==> src/rtl/nbit_chunked_subtractor.sv <==
// Multi-cycle unsigned subtractor: CHUNK_BITS per cycle with a registered borrow, D = {borrow, difference}.
// Optional build macro NBIT_SUB_SATURATE_EN clamps the difference to zero on underflow.
module nbit_chunked_subtractor #(
   parameter int BIT_NUMBER = 8,
   parameter int CHUNK_BITS = 4
) (
   input  logic                  clk,
   input  logic                  rst,
   input  logic                  in_valid,
   output logic                  in_ready,
   input  logic [BIT_NUMBER-1:0] num_one,
   input  logic [BIT_NUMBER-1:0] num_two,
   output logic                  out_valid,
   input  logic                  out_ready,
   output logic [BIT_NUMBER:0]   D,
   output logic                  busy
);

   localparam int N_CHUNKS = BIT_NUMBER / CHUNK_BITS;
   localparam int CNT_W    = (N_CHUNKS > 1) ? $clog2(N_CHUNKS) : 1;
   localparam logic [CNT_W-1:0] LAST_CHUNK = CNT_W'(N_CHUNKS - 1);

   typedef enum logic [1:0] {IDLE, RUN, DONE} state_t;

   state_t                state_q, state_d;
   logic [BIT_NUMBER-1:0] minuend_q, minuend_d;
   logic [BIT_NUMBER-1:0] subtrahend_q, subtrahend_d;
   logic                  borrow_q, borrow_d;
   logic [CNT_W-1:0]      cnt_q, cnt_d;
   logic [BIT_NUMBER:0]   d_q, d_d;

   logic [CHUNK_BITS:0]   chunkSub;
   logic [BIT_NUMBER-1:0] rotated;
   logic [BIT_NUMBER-1:0] finalDiff;

   // The minuend register doubles as the difference register: each RUN cycle the
   // low chunk is consumed and its difference chunk enters at the top, so after
   // N_CHUNKS cycles the register holds the full difference in place.
   always_comb begin
      chunkSub = {1'b0, minuend_q[CHUNK_BITS-1:0]}
               - {1'b0, subtrahend_q[CHUNK_BITS-1:0]}
               - {{CHUNK_BITS{1'b0}}, borrow_q};
      rotated  = (minuend_q >> CHUNK_BITS)
               | (BIT_NUMBER'(chunkSub[CHUNK_BITS-1:0]) << (BIT_NUMBER - CHUNK_BITS));
`ifdef NBIT_SUB_SATURATE_EN
      finalDiff = chunkSub[CHUNK_BITS] ? '0 : rotated;
`else
      finalDiff = rotated;
`endif
   end

   // Next-state logic: latch on accept, step one chunk per RUN cycle, hold in DONE.
   always_comb begin
      state_d      = state_q;
      minuend_d    = minuend_q;
      subtrahend_d = subtrahend_q;
      borrow_d     = borrow_q;
      cnt_d        = cnt_q;
      d_d          = d_q;
      unique case (state_q)
         IDLE: begin
            if (in_valid) begin
               minuend_d    = num_one;
               subtrahend_d = num_two;
               borrow_d     = 1'b0;
               cnt_d        = '0;
               state_d      = RUN;
            end
         end
         RUN: begin
            minuend_d    = rotated;
            subtrahend_d = subtrahend_q >> CHUNK_BITS;
            borrow_d     = chunkSub[CHUNK_BITS];
            cnt_d        = cnt_q + CNT_W'(1);
            if (cnt_q == LAST_CHUNK) begin
               d_d     = {chunkSub[CHUNK_BITS], finalDiff};
               state_d = DONE;
            end
         end
         DONE: begin
            if (out_ready) begin
               state_d = IDLE;
            end
         end
         default: state_d = IDLE;
      endcase
   end

   // State and datapath registers; reset discards any operation in flight.
   always_ff @(posedge clk or posedge rst) begin
      if (rst) begin
         state_q      <= IDLE;
         minuend_q    <= '0;
         subtrahend_q <= '0;
         borrow_q     <= 1'b0;
         cnt_q        <= '0;
         d_q          <= '0;
      end else begin
         state_q      <= state_d;
         minuend_q    <= minuend_d;
         subtrahend_q <= subtrahend_d;
         borrow_q     <= borrow_d;
         cnt_q        <= cnt_d;
         d_q          <= d_d;
      end
   end

   assign in_ready  = (state_q == IDLE);
   assign out_valid = (state_q == DONE);
   assign busy      = (state_q != IDLE);
   assign D         = d_q;

endmodule

==> config.mk <==
export PLATFORM = sky130hd
export DESIGN_NAME = nbit_chunked_subtractor
export DESIGN_NICKNAME = d
export VERILOG_FILES = /design/src/rtl/nbit_chunked_subtractor.sv
export SDC_FILE = /design/constraint.sdc
export NUM_CORES = 1
export LEC_CHECK = 0
export BUFFER_PORTS_ARGS = -buffer_cell sky130_fd_sc_hd__buf_2
export CAP_MARGIN = 15
export CORE_ASPECT_RATIO = 0.75
export CORE_MARGIN = 3
export CORE_UTILIZATION = 50
export DETAILED_ROUTE_END_ITERATION = 10
export GPL_ROUTABILITY_DRIVEN = 1
export PLACE_DENSITY = 0.76
export RECOVER_POWER = 100
export REMOVE_ABC_BUFFERS = 1
export SLEW_MARGIN = 20
export SYNTH_ARGS = -nofsm -noshare
export SYNTH_HDL_FRONTEND = slang
export SYNTH_SLANG_ARGS = --single-unit
==> constraint.sdc <==
create_clock -name clk -period 1.95 [get_ports clk]
set_input_delay 0.39 -clock clk [delete_from_list [all_inputs] [get_ports clk]]
set_output_delay 0.39 -clock clk [all_outputs]
set_load 0.01 [all_outputs]
# After elaboration in Yosys (flattened, before gate mapping)
# Cells that the tools add are included.
# word_totals
output_inout_bits,12
input_bits,20
word_cells,32
ff_bits,29
# op_classes
muxes,11
eq_ne,5
bitwise_logic,1
n_reduce_logical,6
addsub,3
# ops
cell,n
$pmux 8 s2,2
$mux 8,2
$or 4x8->8,1
$mux 2,3
$pmux 2 s3,1
$sub 4x4->5,1
$sub 5x1->5,1
$ne 2x2->1 const B,2
$pmux 1 s2,2
$reduce_and 2->1,2
$reduce_bool 2->1,2
$reduce_and 3->1,1
$eq 2x1->1 const B,1
$eq 2x2->1 const B,1
$logic_not 2->1,1
$ne 2x1->1 const B,1
$add 1x1->1 const B,1
$mux 1,1

# Longest topological paths before layout
# Gate-level depths: netlist (run 1).
# logic_depth
ltp_word,4
depth_mapped,7
depth_no_buf,7

# Worst setup path after synthesis (run 1)
# No wires, ideal clock.
# synth_timing
path_type,register to register
startpoint,reg minuend_q[0]
endpoint,reg minuend_q[7]
path_stages_with_launch,7
setup_ns,0.131
period_less_slack_ns,1.805
n_path_buf,0
t_required_ns,1.819
arrival_ns,1.674
setup_slack_ns,0.145
path_cell_list,dfrtp_1 fa_1 inv_1 ha_1 o21ai_0 and4_1 nor3_1
# synth_via
elab_chain_cells,4
# synth_rtl
item,line_no,source
"start, declared",26,"logic [BIT_NUMBER-1:0] minuend_q, minuend_d;"
"start signal, assigned",100,minuend_q <= minuend_d;
$sub 4x4->5,41,"- {1'b0, subtrahend_q[CHUNK_BITS-1:0]}"
$sub 5x1->5,42,"- {{CHUNK_BITS{1'b0}}, borrow_q};"
$or 4x8->8,44,| (BIT_NUMBER'(chunkSub[CHUNK_BITS-1:0]) << (BIT_NUMBER - CHUNK_BITS));
$pmux 8 s2,60,unique case (state_q)
# Every way passes these cells.
# A chain may end at the register's enable or synchronous reset.

# Final worst setup path (run 1)
# layout_timing
startpoint,reg state_q[1]
endpoint,out in_ready
# layout_via
elab_chain_cells,1
# layout_rtl
item,line_no,source
"start, declared",25,"state_t state_q, state_d;"
"start signal, assigned",99,state_q <= state_d;
$logic_not 2->1,108,assign in_ready = (state_q == IDLE);
"end, declared",10,"output logic in_ready,"
# Every way passes these cells.

==> results of run 1 <==
power by group:
part	total (mW)	switching (mW)	leakage, nW	internal, mW
combinational	1.60	0.839	0.475	0.763
sequential	1.17	0.285	0.362	0.890
clock	0.750	0.243	0.0681	0.507
total	3.53	1.37	0.904	2.16
cell usage in the layout (no fill, tap or decap), types with 7 or more instances in the layout:
| cell type | instances |
|---|---|
| a21oi_1 | 10 |
| a22oi_1 | 9 |
| buf_2 | 19 |
| clkbuf_1 | 13 |
| dfrtp_1 | 29 |
| inv_1 | 15 |
| mux2_2 | 7 |
| nand2_1 | 8 |
| nor2b_1 | 11 |
| o21ai_0 | 19 |
logic make-up after synthesis:
group,Yosys count,share of synthesized area [%]
muxes,8,5.54
AOI/OAI and AO/OA,52,20.3
adders and majority gates,8,7.18
buffers and inverters,24,6.95
xor gates and xnor gates,2,1.09
and+or+nand+nor,34,13.7
DFF,29,45.3
flip-flops by register name (all words and copies together) (netlist names):
name,count
borrow_q,1
D,9
subtrahend_q,8
state_q,2
minuend_q,8
cnt_q,1
routing by layer:
layer  GRT usage [%]  wire [um]
met5               0          0
met4            8.13         67
met3            5.05        240
met2            34.6       1660
met1            25.7       1640
worst max-delay path: cells and delay by family (launching register included):
family	cells	cell delay, ps
buf+inv	2	180
flops	1	610
simple gates	1	400
final timing paths:
path                                               endpoint  slack [ps]                startpoint
worst max register to register             D[8]$_DFFE_PP0P_         100  minuend_q[0]$_DFFE_PP0P_
min in group asynchronous              borrow_q$_DFFE_PP0P_         630                       rst
max in group asynchronous       subtrahend_q[7]$_DFFE_PP0P_         380                       rst
worst min register to register             D[2]$_DFFE_PP0P_         510          D[2]$_DFFE_PP0P_
worst min-delay path                 state_q[1]$_DFFE_PP0P_         300                 out_ready
worst max-delay path                               in_ready          80    state_q[1]$_DFFE_PP0P_
metrics by stage:
stage	instances	cell area [um^2]	util (%)
floorplan	148	1550	-
global placement	223	1800	59.9
detailed placement	223	1800	59.9
CTS	231	1930	64.3
global route	231	1910	63.5
finish	231	1910	63.5
layout make-up:
cell class / count / area (um^2) / share of cell area, %
clock inverters: 3 / 65.1 / 3.41
multi-input cells: 104 / 763 / 40.1
clock buffers: 5 / 68.8 / 3.61
repair buffers: 37 / 179 / 9.39
well taps: 38 / 47.5 / 2.50
inverters: 15 / 56.3 / 2.95
flip-flops and latches: 29 / 726 / 38.1
==> impl_metrics.py, run 1 <==
metrics = {
    "outcome": {
        "status": "finished, violations left",
        "violations": "capacitance limit, slew limit",
    },
    "flow_run": {
        "maxCapViolCount": 1,
    },
    "global_route": {
        "overflow": 0,
        "antenna_found_initial": 0,
        "grt_pass1_vias": 1278,
        "grt_pass1_wl_um": 5950,
        "grt_usage_pct": 20.4,
        "grt_max_degree": 30,
    },
    "clock_tree": {
        "clkTransAtPathRegs_ps": 60,
        "cts.root.buffer_cell": "clkbuf_8",
        "postCtsSetupRepairBufs": 0,
        "cts_tree": "built",
        "cts_buffers": 5,
        "cts-htree-levels": 2,
        "postCtsHoldBufs": 0,
        "clock_latency_ps": 290,
        "clock_sinks": 29,
        "ctsResizeCount": 0,
        "clock_path_buffers": 2,
    },
    "final_layout": {
        "final_nets": 220,
        "n_antenna_cell": 0,
        "layout-drive-gt1-share_pct": 21.8,
        "fillers": 257,
        "area.growth.synth_to_final_pct": 18.9,
    },
    "power_and_ir_drop": {
        "p_total_mw": 3.53,
        "power.leakage_nw": 0.904,
        "vdd_drop_max_mv": 1.02,
        "power.density_nw_per_um2": 1850,
    },
    "timing": {
        "fmax_mhz": 535,
        "tightest_slew_ps": 1590,
        "period_share_pct": 95.8,
        "rsz0062_at_grt": "no",
        "hold_ws_ps": 295,
        "fin_ws_ps": 81.4,
        "hold_violations": 0,
        "min_period_ps": 1870,
        "setup_viol": 0,
        "finalClockSkew_ps": 10.1,
        "relSlewSlack_pct": -6.14,
        "tns_ps": 0,
        "maxSlewViolCount": 30,
    },
    "die": {
        "dieArea_um2": 3930,
        "dieWidth_um": 71.4,
        "ioPinCount": 32,
        "rows": 17,
        "start_util_pct": 53.4,
        "fp.dieH_um": 55.0,
        "core_area_um2": 3000,
    },
    "yosys": {
        "synthMostInstantiatedCell": "dfrtp_1",
        "synth_area_leader_cell": "dfrtp_1",
        "synth_edf_count": 0,
        "synthArstFlopShare_pct": 100,
        "avgSynthCellArea_um2": 10.2,
        "netlist.area_leader.share_pct": 45.3,
        "synth-seq-area-share_pct": 45.3,
        "ys_seq_elements": 29,
        "synthFlopType": "dfrtp_1",
        "synthCells": 157,
        "yosys_warnings": 0,
        "synth_area_leaders": "dfrtp_1 (45%), o21ai_0 (5.9%), mux2_2 (4.9%), ha_1 (4.7%), nor2b_1 (4.3%)",
        "yosys-top-cells-count": "dfrtp_1 (29), o21ai_0 (19), inv_1 (15), nor2b_1 (11), a21oi_1 (10)",
        "synth_cell_types": 38,
        "synth_area_um2": 1600,
    },
    "critical_path": {
        "slowest_stage": "dfrtp_1",
        "path_class": "reg2out",
        "critical-path-max-stage-delay_ps": 610,
        "r2r_cells": 6,
        "startpoint_type": "flop",
        "crit_arrival_ps": 1480,
        "required_ps": 1560,
        "endpoint_kind": "primary output",
        "cp_max_fo": 19,
        "crit_path_cell_trace": "or2_2, inv_1, clkbuf_2",
    },
    "drt": {
        "routed_via_density": 5.58,
        "drc": 0,
        "ant_nets": 0,
        "firstDrtPassIters": 4,
        "drt-wirelength-per-cell_um": 15.6,
        "wl_um": 3610,
        "drt-initial-drc-count": 65,
        "vias": 1290,
    },
    "place": {
        "pre_cts_slack_ps": 4.18,
        "port-buffer-count": 31,
        "dp.final_hpwl_um": 2570,
        "gp_congestion": 0.806,
    },
    "min_path": {
        "worst_hold_path_type": "in2reg",
        "hold_depth": 2,
    },
}
No activity file was read; power rests on OpenSTA's default activity.
==> inputs of run 2 (changes only) <==
==> constraint.sdc (replaced) <==
create_clock -name clk -period 2.42 [get_ports clk]
set_input_delay 0.484 -clock clk [delete_from_list [all_inputs] [get_ports clk]]
set_output_delay 0.484 -clock clk [all_outputs]
set_load 0.01 [all_outputs]
==> run 2 against run 1 <==
Effect of this change:
- the flow still finishes with violations (capacitance limit, slew limit)
- core utilization shrank 2.7 points
- worst setup slack improved by 370 ps
- final cell count down 0.87%
- non-clock buffer count shrank 2
- clock skew down 6.7 ps
==> impl_metrics.py, run 2 (same netlist as run 1, synthesis figures left out) <==
metrics = {
    "outcome": {
        "status": "finished, violations left",
        "violations": "capacitance limit, slew limit",
    },
    "critical_path": {
        "path_class": "reg2reg",
        "r2r_start": "minuend_q[0]$_DFFE_PP0P_",
        "critical-path-max-stage-delay_ps": 560,
        "r2r-end": "minuend_q[7]$_DFFE_PP0P_",
        "slowest_stage": "fa_1",
        "endpoint_kind": "flop",
        "path_delay_family": "adder cells",
        "crit_path_end": "minuend_q[7]$_DFFE_PP0P_",
        "required_ps": 2580,
        "path_depth": 6,
        "r2r_cells": 6,
        "crit_path_cell_trace": "fa_1, inv_1, ha_1, o21ai_0, and4_1, nor3_1",
        "startpoint_type": "flop",
        "crit_arrival_ps": 2130,
        "cp_max_fo": 4,
        "startpoint": "minuend_q[0]$_DFFE_PP0P_",
        "critPathBufInv": 1,
        "setup.reg_to_reg.worst_slack_ps": 450,
    },
    "die": {
        "core_area_um2": 3000,
        "start_util_pct": 53.4,
        "fp.dieH_um": 55.0,
        "dieArea_um2": 3930,
        "ioPinCount": 32,
        "rows": 17,
        "dieWidth_um": 71.4,
    },
    "drt": {
        "firstDrtPassIters": 4,
        "ant_nets": 0,
        "vias": 1235,
        "wl_um": 3520,
        "drt-initial-drc-count": 59,
        "drc": 0,
        "routed_via_density": 5.39,
        "drt-wirelength-per-cell_um": 15.4,
    },
    "global_route": {
        "grt_max_degree": 30,
        "overflow": 0,
        "grt_usage_pct": 20.1,
        "antenna_found_initial": 0,
        "grt_pass1_vias": 1262,
        "grt_pass1_wl_um": 5960,
    },
    "place": {
        "dp.final_hpwl_um": 2460,
        "port-buffer-count": 31,
        "dp_cells": 221,
        "gp_congestion": 0.809,
    },
    "power_and_ir_drop": {
        "power.leakage_nw": 0.852,
        "pwr-share-comb_pct": 48.9,
        "power.density_nw_per_um2": 1410,
        "swShare_pct": 41.3,
        "p_clk_share_pct": 14.9,
        "internal_power_mw": 1.51,
        "vdd_drop_max_mv": 0.616,
        "p_total_mw": 2.57,
        "seq_power_share_pct": 36.2,
        "p_sw_mw": 1.06,
    },
    "timing": {
        "maxSlewViolCount": 30,
        "rsz0062_at_grt": "no",
        "relSlewSlack_pct": -5.36,
        "period_share_pct": 81.4,
        "min_period_ps": 1970,
        "tns_ps": 0,
        "finalClockSkew_ps": 3.43,
        "setup_viol": 0,
        "fmax_mhz": 508,
        "tightest_slew_ps": 1580,
        "hold_violations": 0,
    },
    "final_layout": {
        "largest_register_ffs": 9,
        "layout-drive-gt1-share_pct": 19.4,
        "final_nets": 218,
        "final-instance-count-excl-fill": 229,
        "area.growth.synth_to_final_pct": 13.9,
        "layout_commonest_cell": "dfrtp_1",
        "fillers": 256,
        "layout_common_cells": "dfrtp_1 (29), o21ai_0 (20), buf_2 (19)",
        "n_antenna_cell": 0,
    },
    "clock_tree": {
        "postCtsSetupRepairBufs": 0,
        "clkTransAtPathRegs_ps": 60,
        "postCtsHoldBufs": 0,
        "cts_tree": "built",
        "clock_sinks": 29,
        "cts-htree-levels": 2,
        "cts_buffers": 5,
        "ctsResizeCount": 0,
        "clock_latency_ps": 280,
        "cts.root.buffer_cell": "clkbuf_8",
        "clock_path_buffers": 2,
    },
    "min_path": {
        "hold_depth": 2,
        "worst_hold_path_type": "in2reg",
    },
    "flow_run": {
        "maxCapViolCount": 1,
    },
}
-- run 2: changes by cell type in the layout (fill, tap and decap cells not counted) --
cell,previous run,this run
bufinv_16,2,0
clkbuf_1,13,15
o21ai_0,19,20
o21ai_1,1,0
clkinv_2,1,2
buf_4,4,2
clkbuf_2,1,0
nand3b_4,1,0
nand3b_1,0,1
-- run 2: final cells by class --
type,instances,area [um^2],share of cell area (%)
Sequential cell,29,726,39.8
Inverter,15,56.3,3.08
Clock inverter,2,10.0,0.548
Clock buffer,6,72.6,3.98
Timing Repair Buffer,35,163,8.91
Multi-Input combinational cell,104,751,41.1
Tap cell,38,47.5,2.60
-- run 2: power groups by stage --
stage / logic (mW) / clock network (mW) / registers (mW)
after floorplan: 0.885 / 0 / 0.938
after global placement: 1.24 / 0 / 0.930
after detailed placement: 1.30 / 0 / 0.944
after CTS: 1.30 / 0.391 / 0.935
after global routing: 1.43 / 0.406 / 0.965
final: 1.25 / 0.382 / 0.930
-- run 2: worst min-delay path by stage --
stage / startpoint / to / slack [ps]
floorplan: subtrahend_q[4]$_DFFE_PP0P_ / subtrahend_q[4]$_DFFE_PP0P_ / 460
global placement: D[5]$_DFFE_PP0P_ / D[5]$_DFFE_PP0P_ / 460
detailed placement: D[5]$_DFFE_PP0P_ / D[5]$_DFFE_PP0P_ / 470
CTS: rst / D[4]$_DFFE_PP0P_ / 270
global route: out_ready / state_q[1]$_DFFE_PP0P_ / 390
finish: out_ready / state_q[1]$_DFFE_PP0P_ / 390
-- run 2: metal layers --
metal	part of all wire, %	track usage, %	vias up
met5	0	0	-
met4	2.2	9.38	0
met3	6.1	5.60	9
met2	45	33.7	35
met1	47	24.6	578
li1	-	-	613
-- run 2: per-stage QoR --
stage          util [%]  cell area, um^2  hold WS [ps]  worst slack, ps
3_5_place_dp       59.4             1780           470              484
2_1_floorplan         -             1550           465              614
5_1_grt            60.9             1830           390              341
6_report           60.9             1830           385              450
4_1_cts            62.1             1860           269              468
3_3_place_gp       59.4             1780           463              574
==> inputs of run 3 (changes only) <==
--- a/config.mk
+++ b/config.mk
@@ -9,10 +9,10 @@
 export CAP_MARGIN = 15
 export CORE_ASPECT_RATIO = 0.75
 export CORE_MARGIN = 3
-export CORE_UTILIZATION = 50
+export CORE_UTILIZATION = 49
 export DETAILED_ROUTE_END_ITERATION = 10
 export GPL_ROUTABILITY_DRIVEN = 1
-export PLACE_DENSITY = 0.76
+export PLACE_DENSITY = 0.77
 export RECOVER_POWER = 100
 export REMOVE_ABC_BUFFERS = 1
 export SLEW_MARGIN = 20
==> constraint.sdc (replaced) <==
create_clock -name clk -period 1.75 [get_ports clk]
set_input_delay 0.35 -clock clk [delete_from_list [all_inputs] [get_ports clk]]
set_output_delay 0.35 -clock clk [all_outputs]
set_load 0.01 [all_outputs]
==> run 3 against run 2 <==
Effect of this change:
- the run ends with setup timing left
- core utilization is 5.2 points higher
- wire length grew 8.2%
- critical path depth rose by 2
- register-to-register slack worse by 510 ps
- clock-buffer cell count grew 1
- worst setup slack worse by 510 ps
- via count grew 9.5%
- final area up 10%
- first-iteration DRC count shrank 47%
- fmax is 9.1% higher
- flip-flop and latch count unchanged
- total power increased by 65%
==> impl_metrics.py, run 3 (same netlist as run 1, synthesis figures left out) <==
metrics = {
    "global_route": {
        "grt_pass1_vias": 1357,
        "grt_pass1_wl_um": 6380,
        "grt_max_degree": 30,
        "grt_usage_pct": 20.7,
        "antenna_found_initial": 0,
        "overflow": 0,
    },
    "drt": {
        "drt-wirelength-per-cell_um": 15.9,
        "route.met3.wl_um": 266,
        "routed_via_density": 5.63,
        "firstDrtPassIters": 4,
        "drc": 0,
        "wl_met1_um": 1710,
        "met2_length_um": 1790,
        "ant_nets": 0,
        "drt-initial-drc-count": 31,
        "topRoutingLayerUsed": "met4",
        "wl_um": 3810,
        "vias": 1352,
    },
    "timing": {
        "tns_ps": -140,
        "hold_violations": 0,
        "min_period_ps": 1810,
        "relSlewSlack_pct": 50.1,
        "fin_ws_ps": -55.4,
        "finalClockSkew_ps": 5.89,
        "setup_viol": 3,
        "tightest_slew_ps": 748,
        "maxSlewViolCount": 0,
        "period_share_pct": 103,
        "rsz0062_at_grt": "yes",
        "fmax_mhz": 554,
    },
    "die": {
        "fp.dieH_um": 55.5,
        "start_util_pct": 52.7,
        "rows": 17,
        "dieArea_um2": 4000,
        "core_area_um2": 3040,
        "ioPinCount": 32,
        "dieWidth_um": 72.0,
    },
    "clock_tree": {
        "cts-htree-levels": 2,
        "clkTransAtPathRegs_ps": 60,
        "clock_path_buffers": 2,
        "cts_tree": "built",
        "clock_latency_ps": 290,
        "cts.root.buffer_cell": "clkbuf_8",
        "postCtsHoldBufs": 0,
        "cts_buffers": 5,
        "clock_sinks": 29,
    },
    "critical_path": {
        "critPathBufInv": 3,
        "r2r_start": "borrow_q$_DFFE_PP0P_",
        "path_delay_family": "adder cells",
        "endpoint_kind": "flop",
        "r2r-end": "minuend_q[7]$_DFFE_PP0P_",
        "crit_arrival_ps": 1970,
        "slowest_stage": "fa_2",
        "setup.reg_to_reg.worst_slack_ps": -60,
        "path_class": "reg2reg",
        "startpoint_type": "flop",
        "cp_max_fo": 4,
        "critical-path-max-stage-delay_ps": 570,
        "crit_path_cell_trace": "inv_2, fa_2, inv_1, ha_2, o21ai_2, buf_4, and4_1, nor3_1",
        "r2r_cells": 8,
        "required_ps": 1910,
    },
    "place": {
        "postPlaceCellArea_um2": 1830,
        "dp_cells": 227,
        "port-buffer-count": 31,
        "gp_congestion": 0.770,
        "dp.final_hpwl_um": 2530,
    },
    "min_path": {
        "min_to": "state_q[1]$_DFFE_PP0P_",
        "worst_hold_path_type": "in2reg",
        "hp-start": "out_ready",
        "hold_depth": 2,
    },
    "outcome": {
        "status": "finished, violations left",
        "violations": "setup timing",
    },
    "final_layout": {
        "final-instance-count-excl-fill": 240,
        "stdcell_area_um2": 2010,
        "area.growth.synth_to_final_pct": 25.3,
        "final_nets": 229,
        "n_antenna_cell": 0,
        "fin_util_pct": 66.0,
        "layout_common_cells": "dfrtp_1 (28), buf_2 (21), o21ai_0 (17)",
        "layout_commonest_cell": "dfrtp_1",
        "layout-drive-gt1-share_pct": 31.7,
        "largest_register_ffs": 9,
    },
    "power_and_ir_drop": {
        "power.density_nw_per_um2": 2110,
        "power.leakage_nw": 0.943,
        "vdd_drop_max_mv": 1.04,
        "p_total_mw": 4.24,
    },
    "flow_run": {
        "maxCapViolCount": 0,
    },
}
==> run 3: cell types whose count changed in the layout (fill, tap and decap cells not counted), moves of 2 or more <==
cell and change:
fa_1 -2, ha_1 -2, buf_2 +2, fa_2 +2, inv_2 +3, clkbuf_1 -4, inv_1 -3, buf_4 +11
clkinv_2 -2, o21ai_0 -3, o21ai_1 +2
==> run 3: metrics by stage <==
step	hold slack, ps	setup slack (ps)
floorplan	428	-56.1
global placement	435	-34.5
detailed placement	442	-98.2
CTS	131	-34.5
global route	260	-141
finish	248	-55.4
==> run 3: how the worst max path moves through the flow <==
stage                             start                       end  slack (ps)  cells past startpoint
6_report           borrow_q$_DFFE_PP0P_  minuend_q[7]$_DFFE_PP0P_         -60                      8
5_1_grt            borrow_q$_DFFE_PP0P_  minuend_q[7]$_DFFE_PP0P_        -140                      7
4_1_cts            borrow_q$_DFFE_PP0P_          D[4]$_DFFE_PP0P_         -30                      5
3_5_place_dp   minuend_q[0]$_DFFE_PP0P_  minuend_q[7]$_DFFE_PP0P_        -100                      7
3_3_place_gp   minuend_q[0]$_DFFE_PP0P_  minuend_q[7]$_DFFE_PP0P_         -30                      7
2_1_floorplan  minuend_q[0]$_DFFE_PP0P_  minuend_q[7]$_DFFE_PP0P_         -60                      6
==> run 3: power by group <==
group	internal, mW	total [mW]	switching (mW)	leakage, nW
clock	0.464	0.730	0.266	0.0585
sequential	1.00	1.26	0.260	0.361
combinational	1.12	2.25	1.12	0.524
==> run 3: what timing repair did <==
item	in CTS	in global routing
setup endpoints to repair	10	9
buffers inserted	0	5
pin swaps	4	1
resized for setup	10	7
==> run 3: layer usage <==
metal | track usage, % | vias to the layer above
met4 | 7.51 | 0
met3 | 7.82 | 4
li1 | - | 640
met1 | 26.1 | 661
met2 | 32.2 | 47
met5 | 0 | -
==> run 3: cell type report <==
type | instances | area [um^2]
clock buffers | 7 | 86.3
clock inverters | 1 | 30.0
fillers | 260 | 1030
inverters | 15 | 56.3
multi-input cells | 104 | 793
flip-flops and latches | 29 | 729
well taps | 38 | 47.5
repair buffers | 46 | 265
